==> src/rtl/cfg_bus_arbiter.sv <==
// cfg_bus_arbiter: round-robin arbiter sharing one register-access bus among
// NUM_REQ config masters and routing each transaction to one of NUM_SLV slaves.
// Ports:
//   clock, reset                  rising-edge clock, async active-low reset
//   req_valid/_ready/_write       per-requester handshake and direction
//   req_sel/_addr/_wdata          packed per-requester slave index, address, data
//   rsp_valid/_rdata/_err         one-cycle response to the owning requester
//   slv_wr_en/_rd_en              one-hot slave strobes
//   slv_address/_write_data       shared slave address and write data
//   slv_read_data                 packed read data from every slave
module cfg_bus_arbiter #(
    parameter int unsigned NUM_REQ = 2,
    parameter int unsigned NUM_SLV = 4,
    parameter int unsigned SEL_W   = 3,
    parameter int unsigned ADDR_W  = 4,
    parameter int unsigned DATA_W  = 8,
    parameter int unsigned RD_LAT  = 1
) (
    input  logic                        clock,
    input  logic                        reset,
    input  logic [NUM_REQ-1:0]          req_valid,
    output logic [NUM_REQ-1:0]          req_ready,
    input  logic [NUM_REQ-1:0]          req_write,
    input  logic [NUM_REQ*SEL_W-1:0]    req_sel,
    input  logic [NUM_REQ*ADDR_W-1:0]   req_addr,
    input  logic [NUM_REQ*DATA_W-1:0]   req_wdata,
    output logic [NUM_REQ-1:0]          rsp_valid,
    output logic [DATA_W-1:0]           rsp_rdata,
    output logic                        rsp_err,
    output logic [NUM_SLV-1:0]          slv_wr_en,
    output logic [NUM_SLV-1:0]          slv_rd_en,
    output logic [ADDR_W-1:0]           slv_address,
    output logic [DATA_W-1:0]           slv_write_data,
    input  logic [NUM_SLV*DATA_W-1:0]   slv_read_data
);

    localparam int unsigned PTR_W    = (NUM_REQ > 1) ? $clog2(NUM_REQ) : 1;
    localparam int unsigned SEL_N    = 1 << SEL_W;
    localparam int unsigned CNT_W    = 2;
    localparam int unsigned CNT_INIT = (RD_LAT > 0) ? RD_LAT - 1 : 0;

    typedef enum logic [1:0] {IDLE, ISSUE, WAIT, RESP} state_e;

    state_e             state_q, state_d;
    // Pointer doubles as the grantee index once a request has been taken.
    logic [PTR_W-1:0]   ptr_q, ptr_d;
    logic               write_q, write_d;
    logic [SEL_W-1:0]   sel_q, sel_d;
    logic [ADDR_W-1:0]  addr_q, addr_d;
    logic [DATA_W-1:0]  wdata_q, wdata_d;
    logic [CNT_W-1:0]   cnt_q, cnt_d;
    logic [NUM_SLV-1:0] wr_en_q, wr_en_d;
    logic [NUM_SLV-1:0] rd_en_q, rd_en_d;
    logic [NUM_REQ-1:0] rsp_valid_q, rsp_valid_d;
    logic [DATA_W-1:0]  rsp_rdata_q, rsp_rdata_d;
    logic               rsp_err_q, rsp_err_d;

    logic [SEL_W-1:0]   sel_arr   [NUM_REQ];
    logic [ADDR_W-1:0]  addr_arr  [NUM_REQ];
    logic [DATA_W-1:0]  wdata_arr [NUM_REQ];
    // Sized to the full select range so an out-of-range select reads zero.
    logic [DATA_W-1:0]  rd_arr    [SEL_N];

    logic               gnt_found;
    logic [PTR_W-1:0]   gnt_idx;
    int unsigned        cand;
    logic               sel_ok;

    // Unpack the flat request and read-data buses.
    always_comb begin
        for (int unsigned i = 0; i < NUM_REQ; i++) begin
            sel_arr[i]   = req_sel[i*SEL_W +: SEL_W];
            addr_arr[i]  = req_addr[i*ADDR_W +: ADDR_W];
            wdata_arr[i] = req_wdata[i*DATA_W +: DATA_W];
        end
        for (int unsigned i = 0; i < SEL_N; i++) begin
            rd_arr[i] = '0;
        end
        for (int unsigned i = 0; i < NUM_SLV; i++) begin
            rd_arr[i] = slv_read_data[i*DATA_W +: DATA_W];
        end
    end

    // Round-robin search starting one past the last grantee.
    always_comb begin
        gnt_found = 1'b0;
        gnt_idx   = ptr_q;
        cand      = 0;
        for (int unsigned k = 1; k <= NUM_REQ; k++) begin
            cand = 32'(ptr_q) + k;
            if (cand >= NUM_REQ) begin
                cand = cand - NUM_REQ;
            end
            if (!gnt_found && req_valid[PTR_W'(cand)]) begin
                gnt_found = 1'b1;
                gnt_idx   = PTR_W'(cand);
            end
        end
    end

    // Ready is gated by reset so nothing is accepted while the block is held.
    always_comb begin
        req_ready = '0;
        if (reset && (state_q == IDLE) && gnt_found) begin
            req_ready[gnt_idx] = 1'b1;
        end
    end

    assign sel_ok = (32'(sel_q) < NUM_SLV);

    // Next-state and registered-output logic; strobes and responses are
    // computed one cycle early so they come straight from flops.
    always_comb begin
        state_d     = state_q;
        ptr_d       = ptr_q;
        write_d     = write_q;
        sel_d       = sel_q;
        addr_d      = addr_q;
        wdata_d     = wdata_q;
        cnt_d       = cnt_q;
        wr_en_d     = '0;
        rd_en_d     = '0;
        rsp_valid_d = '0;
        rsp_rdata_d = '0;
        rsp_err_d   = 1'b0;
        case (state_q)
            IDLE: begin
                if (gnt_found) begin
                    ptr_d   = gnt_idx;
                    write_d = req_write[gnt_idx];
                    sel_d   = sel_arr[gnt_idx];
                    addr_d  = addr_arr[gnt_idx];
                    wdata_d = wdata_arr[gnt_idx];
                    if (32'(sel_arr[gnt_idx]) < NUM_SLV) begin
                        if (req_write[gnt_idx]) begin
                            wr_en_d = NUM_SLV'(1) << sel_arr[gnt_idx];
                        end else begin
                            rd_en_d = NUM_SLV'(1) << sel_arr[gnt_idx];
                        end
                    end
                    state_d = ISSUE;
                end
            end
            ISSUE: begin
                if (!sel_ok) begin
                    rsp_err_d   = 1'b1;
                    rsp_valid_d = NUM_REQ'(1) << ptr_q;
                    state_d     = RESP;
                end else if (write_q) begin
                    rsp_valid_d = NUM_REQ'(1) << ptr_q;
                    state_d     = RESP;
                end else if (RD_LAT == 0) begin
                    rsp_rdata_d = rd_arr[sel_q];
                    rsp_valid_d = NUM_REQ'(1) << ptr_q;
                    state_d     = RESP;
                end else begin
                    cnt_d   = CNT_W'(CNT_INIT);
                    state_d = WAIT;
                end
            end
            WAIT: begin
                if (cnt_q == '0) begin
                    rsp_rdata_d = rd_arr[sel_q];
                    rsp_valid_d = NUM_REQ'(1) << ptr_q;
                    state_d     = RESP;
                end else begin
                    cnt_d = cnt_q - CNT_W'(1);
                end
            end
            RESP: begin
                state_d = IDLE;
            end
            default: begin
                state_d = IDLE;
            end
        endcase
    end

    // State and output registers.
    always_ff @(posedge clock or negedge reset) begin
        if (!reset) begin
            state_q     <= IDLE;
            ptr_q       <= PTR_W'(NUM_REQ - 1);
            write_q     <= 1'b0;
            sel_q       <= '0;
            addr_q      <= '0;
            wdata_q     <= '0;
            cnt_q       <= '0;
            wr_en_q     <= '0;
            rd_en_q     <= '0;
            rsp_valid_q <= '0;
            rsp_rdata_q <= '0;
            rsp_err_q   <= 1'b0;
        end else begin
            state_q     <= state_d;
            ptr_q       <= ptr_d;
            write_q     <= write_d;
            sel_q       <= sel_d;
            addr_q      <= addr_d;
            wdata_q     <= wdata_d;
            cnt_q       <= cnt_d;
            wr_en_q     <= wr_en_d;
            rd_en_q     <= rd_en_d;
            rsp_valid_q <= rsp_valid_d;
            rsp_rdata_q <= rsp_rdata_d;
            rsp_err_q   <= rsp_err_d;
        end
    end

    assign slv_wr_en      = wr_en_q;
    assign slv_rd_en      = rd_en_q;
    assign slv_address    = addr_q;
    assign slv_write_data = wdata_q;
    assign rsp_valid      = rsp_valid_q;
    assign rsp_rdata      = rsp_rdata_q;
    assign rsp_err        = rsp_err_q;

endmodule

==> config.mk <==
export PLATFORM = sky130hd
export DESIGN_NAME = cfg_bus_arbiter
export DESIGN_NICKNAME = d
export VERILOG_FILES = /design/src/rtl/cfg_bus_arbiter.sv
export SDC_FILE = /design/constraint.sdc
export NUM_CORES = 1
export LEC_CHECK = 0
export BUFFER_PORTS_ARGS = -buffer_cell sky130_fd_sc_hd__buf_2
export CORE_MARGIN = 4
export CORE_UTILIZATION = 45
export DETAILED_ROUTE_END_ITERATION = 8
export PLACE_DENSITY = 0.8
export SKIP_CTS_REPAIR_TIMING = 1
export SYNTH_ARGS = -nofsm -noshare
export SYNTH_HDL_FRONTEND = slang
export SYNTH_SLANG_ARGS = --single-unit
==> constraint.sdc <==
create_clock -name clock -period 4.5 [get_ports clock]
set_input_delay 0.45 -clock clock [delete_from_list [all_inputs] [get_ports clock]]
set_output_delay 0.45 -clock clock [all_outputs]
set_load 0.005 [all_outputs]
==> out/metrics.cfg <==
[final_layout]
num-nets-final=341
multi_input_area_um2=882
fillers=352
diodes=0
drive_above_1_share_pct=45.6
area_growth_pct=32.2
regArea_mm2=0.00100

[sta]
setup_violations=0
maxSlewHeadroom_pct=36.8
setup_tns_ns=0
fin_skew_ns=0.00700
hold_viol=0
period_minus_slack_ns=2.49
final.period_utilization_pct=55.3
worst_pin_slew_ns=0.947
rsz0062_at_grt=no
max_freq_mhz=402
final_max_slew_viol_count=0

[place]
hpwl_mm=3.67
portBuffers=100
routabilityCongestion=0.808

[floorplanning]
core.rowCount=23
die_y_um=73.7
die_area_mm2=0.00543
die_w_um=73.7
fp.coreArea_mm2=0.00409
num_io_pins=101
start_util_pct=47.5

[synth]
synth_top_area_share_pct=50.3
yosysWarnings=0
yosys.area.top_type=dfrtp_1
netlist_instances=167
synth_area_per_cell_um2=11.6
ys_top_cells_by_area=dfrtp_1 (50%), mux4_2 (9.3%), mux2i_1 (7.2%)
seq_area_frac_synth_pct=51.6
ys_seq_elements=40
synth_area_mm2=0.00194
syn_nets=239
ys_types=33

[power_and_ir_drop]
seqPwrFrac_pct=42.2
p_int_mw=0.865
total_power_mw=1.33
p_clk_share_pct=16.8
vdd.ir_drop.worst_v=0.000269
p_comb_share_pct=41.0
switchingPower_mw=0.464
sw_frac_of_total_pct=34.9
p_leak_nw=1.37
p_per_area_mw_per_mm2=518

[clock_tree]
cts_max_level=2
numCtsBuffers=5
clk_pin_slew_worst_paths_ns=0.07
cts_tree=yes
cts.sinks=40
clock_path_buffers=2
cts_root_buffer=clkbuf_8
clock_latency_ns=0.28

[routing]
ant_nets=0
wl_per_cell_um=14.4
drt_pre_antenna_iters=4
drtIter0Drc=66
drc=0
vias_per_cell=5.03
vias=1610
drt_wl_total_mm=4.60

[global_routing]
grt_max_degree=43
first_global_vias=1580
grt_pass1_wl_mm=7.11
grt_antenna_before_repair=0
grt_overflow_total=0
grt_usage_pct=17.5

[worst_setup_path]
cp_max_fo=14
cpPeakStageDelay_ns=0.59
path_class=register to primary output
critical-path-top-delay-family=flip-flops
cp-start-kind=register
cp.required_ns=4.05
crit_buf_inv=2
crit_chain=nand2b_1 > a21boi_2 > buf_4 > and3_1 > buf_2
slowest_stage=dfstp_2
end_kind=primary output
arrival_ns=2.04

[run]
cap_viol_max_count=0

[hold_path]
hp-class=input port to async pin

[status]
status=finished clean

-- per-layer routing --
layer  wire [um]  track usage [%]  vias up  part of all wire, %
met1        1880             20.1      720                   41
met3         563             7.93        6                   12
met2        2110             28.9       86                   46
met5           0                0        -                    0
li1            -                -      798                    -
met4          46             5.63        0                  1.0
-- cell type report --
class | instances | area share [%]
clock buffer | 7 | 2.97
clock inverter | 1 | 0.195
inverter | 6 | 0.878
multi-input combinational | 114 | 34.4
sequential | 40 | 39.1
tap | 50 | 2.44
timing repair buffer | 102 | 20.1
-- sequential cells by signal (all words and copies together), names as in the netlist --
register / cells
cnt_q: 2
ptr_q: 1
rsp_err: 1
rsp_rdata: 8
rsp_valid: 2
sel_q: 3
slv_address: 4
slv_rd_en: 4
slv_wr_en: 4
slv_write_data: 8
state_q: 2
write_q: 1
-- per-stage QoR --
stage / setup slack, ns / hold slack, ns / area, um2 / utilization, % / std cells
floorplan: 2.68 / 0.154 / 1940 / - / 167
CTS: 2.00 / 0.231 / 2570 / 62.8 / 320
global route: 1.86 / 0.255 / 2570 / 62.8 / 320
finish: 2.01 / 0.219 / 2570 / 62.8 / 320
detailed placement: 2.34 / 0.465 / 2480 / 60.8 / 312
global placement: 2.40 / 0.457 / 2480 / 60.8 / 312
-- cells in the mapped netlist --
cell type  count
o32a_1         1
mux2i_1       14
mux4_2         8
nor4_1         8
a31oi_1        1
nor3_1         1
and2_1         1
o21a_1         2
inv_1          6
o22a_1         2
and3_1         1
buf_4          1
nor2_1         4
ha_1           4
and3b_1        1
nor3b_1        1
o21ai_0       19
nand2_1       23
o31ai_1        1
a22o_1         2
nor2b_1        9
nand2b_1       2
buf_2          1
dfstp_2        1
a21boi_2       1
a21o_1         1
buf_6          1
a21oi_1        2
mux2_4         1
clkbuf_1       4
dfrtp_1       39
mux2_2         3
nand3b_1       1
-- logic make-up after synthesis --
group / Yosys count / synth area share, %
AO/OA/AOI/OAI: 32 / 10.2
AND/OR/NAND/NOR: 52 / 13.5
buffers and inverters: 13 / 3.16
multiplexers: 26 / 19.0
adder cells (fa/ha/maj): 4 / 2.58
flip-flops: 40 / 51.6
-- cell usage in the layout (no fill, tap or decap), drive strengths merged --
cell / synthesis / layout
buf: 3 / 102
dfrtp: 39 / 39
nand2: 23 / 23
o21ai: 19 / 19
mux2i: 14 / 14
nor2b: 9 / 9
nor4: 8 / 8
mux4: 8 / 8
clkbuf: 4 / 7
inv: 6 / 6
nor2: 4 / 4
ha: 4 / 4
mux2: 4 / 4
nand2b: 2 / 2
o22a: 2 / 2
o21a: 2 / 2
a21oi: 2 / 2
a22o: 2 / 2
a21boi: 1 / 1
nand3b: 1 / 1
o32a: 1 / 1
nor3b: 1 / 1
and3: 1 / 1
and3b: 1 / 1
and2: 1 / 1
a31oi: 1 / 1
o31ai: 1 / 1
nor3: 1 / 1
a21o: 1 / 1
clkinv: 0 / 1
dfstp: 1 / 1
-- power groups by stage --
stage	sequential (mW)	combinational [mW]	clock (mW)
after floorplan	0.541	0.392	0
after global placement	0.564	0.535	0
after detailed placement	0.566	0.553	0
after CTS	0.562	0.554	0.233
after global routing	0.578	0.612	0.251
final	0.561	0.544	0.224
-- final timing paths --
kind,startpoint,endpoint,slack [ns],depth (start not counted)
setup / recovery,ptr_q$_DFFE_PN1P_,req_ready[0],2.01,5
hold / removal,reset,rsp_rdata[0]$_DFF_PN0_,0.22,2
setup reg to reg,ptr_q$_DFFE_PN1P_,slv_wr_en[1]$_DFF_PN0_,2.45,4
hold reg to reg,slv_address[2]$_DFFE_PN0P_,slv_address[2]$_DFFE_PN0P_,0.48,2
max in group asynchronous,reset,ptr_q$_DFFE_PN1P_,3.91,2
min in group clock,req_wdata[10],slv_write_data[2]$_DFFE_PN0P_,0.45,3
(Power assumes the default switching activity.)
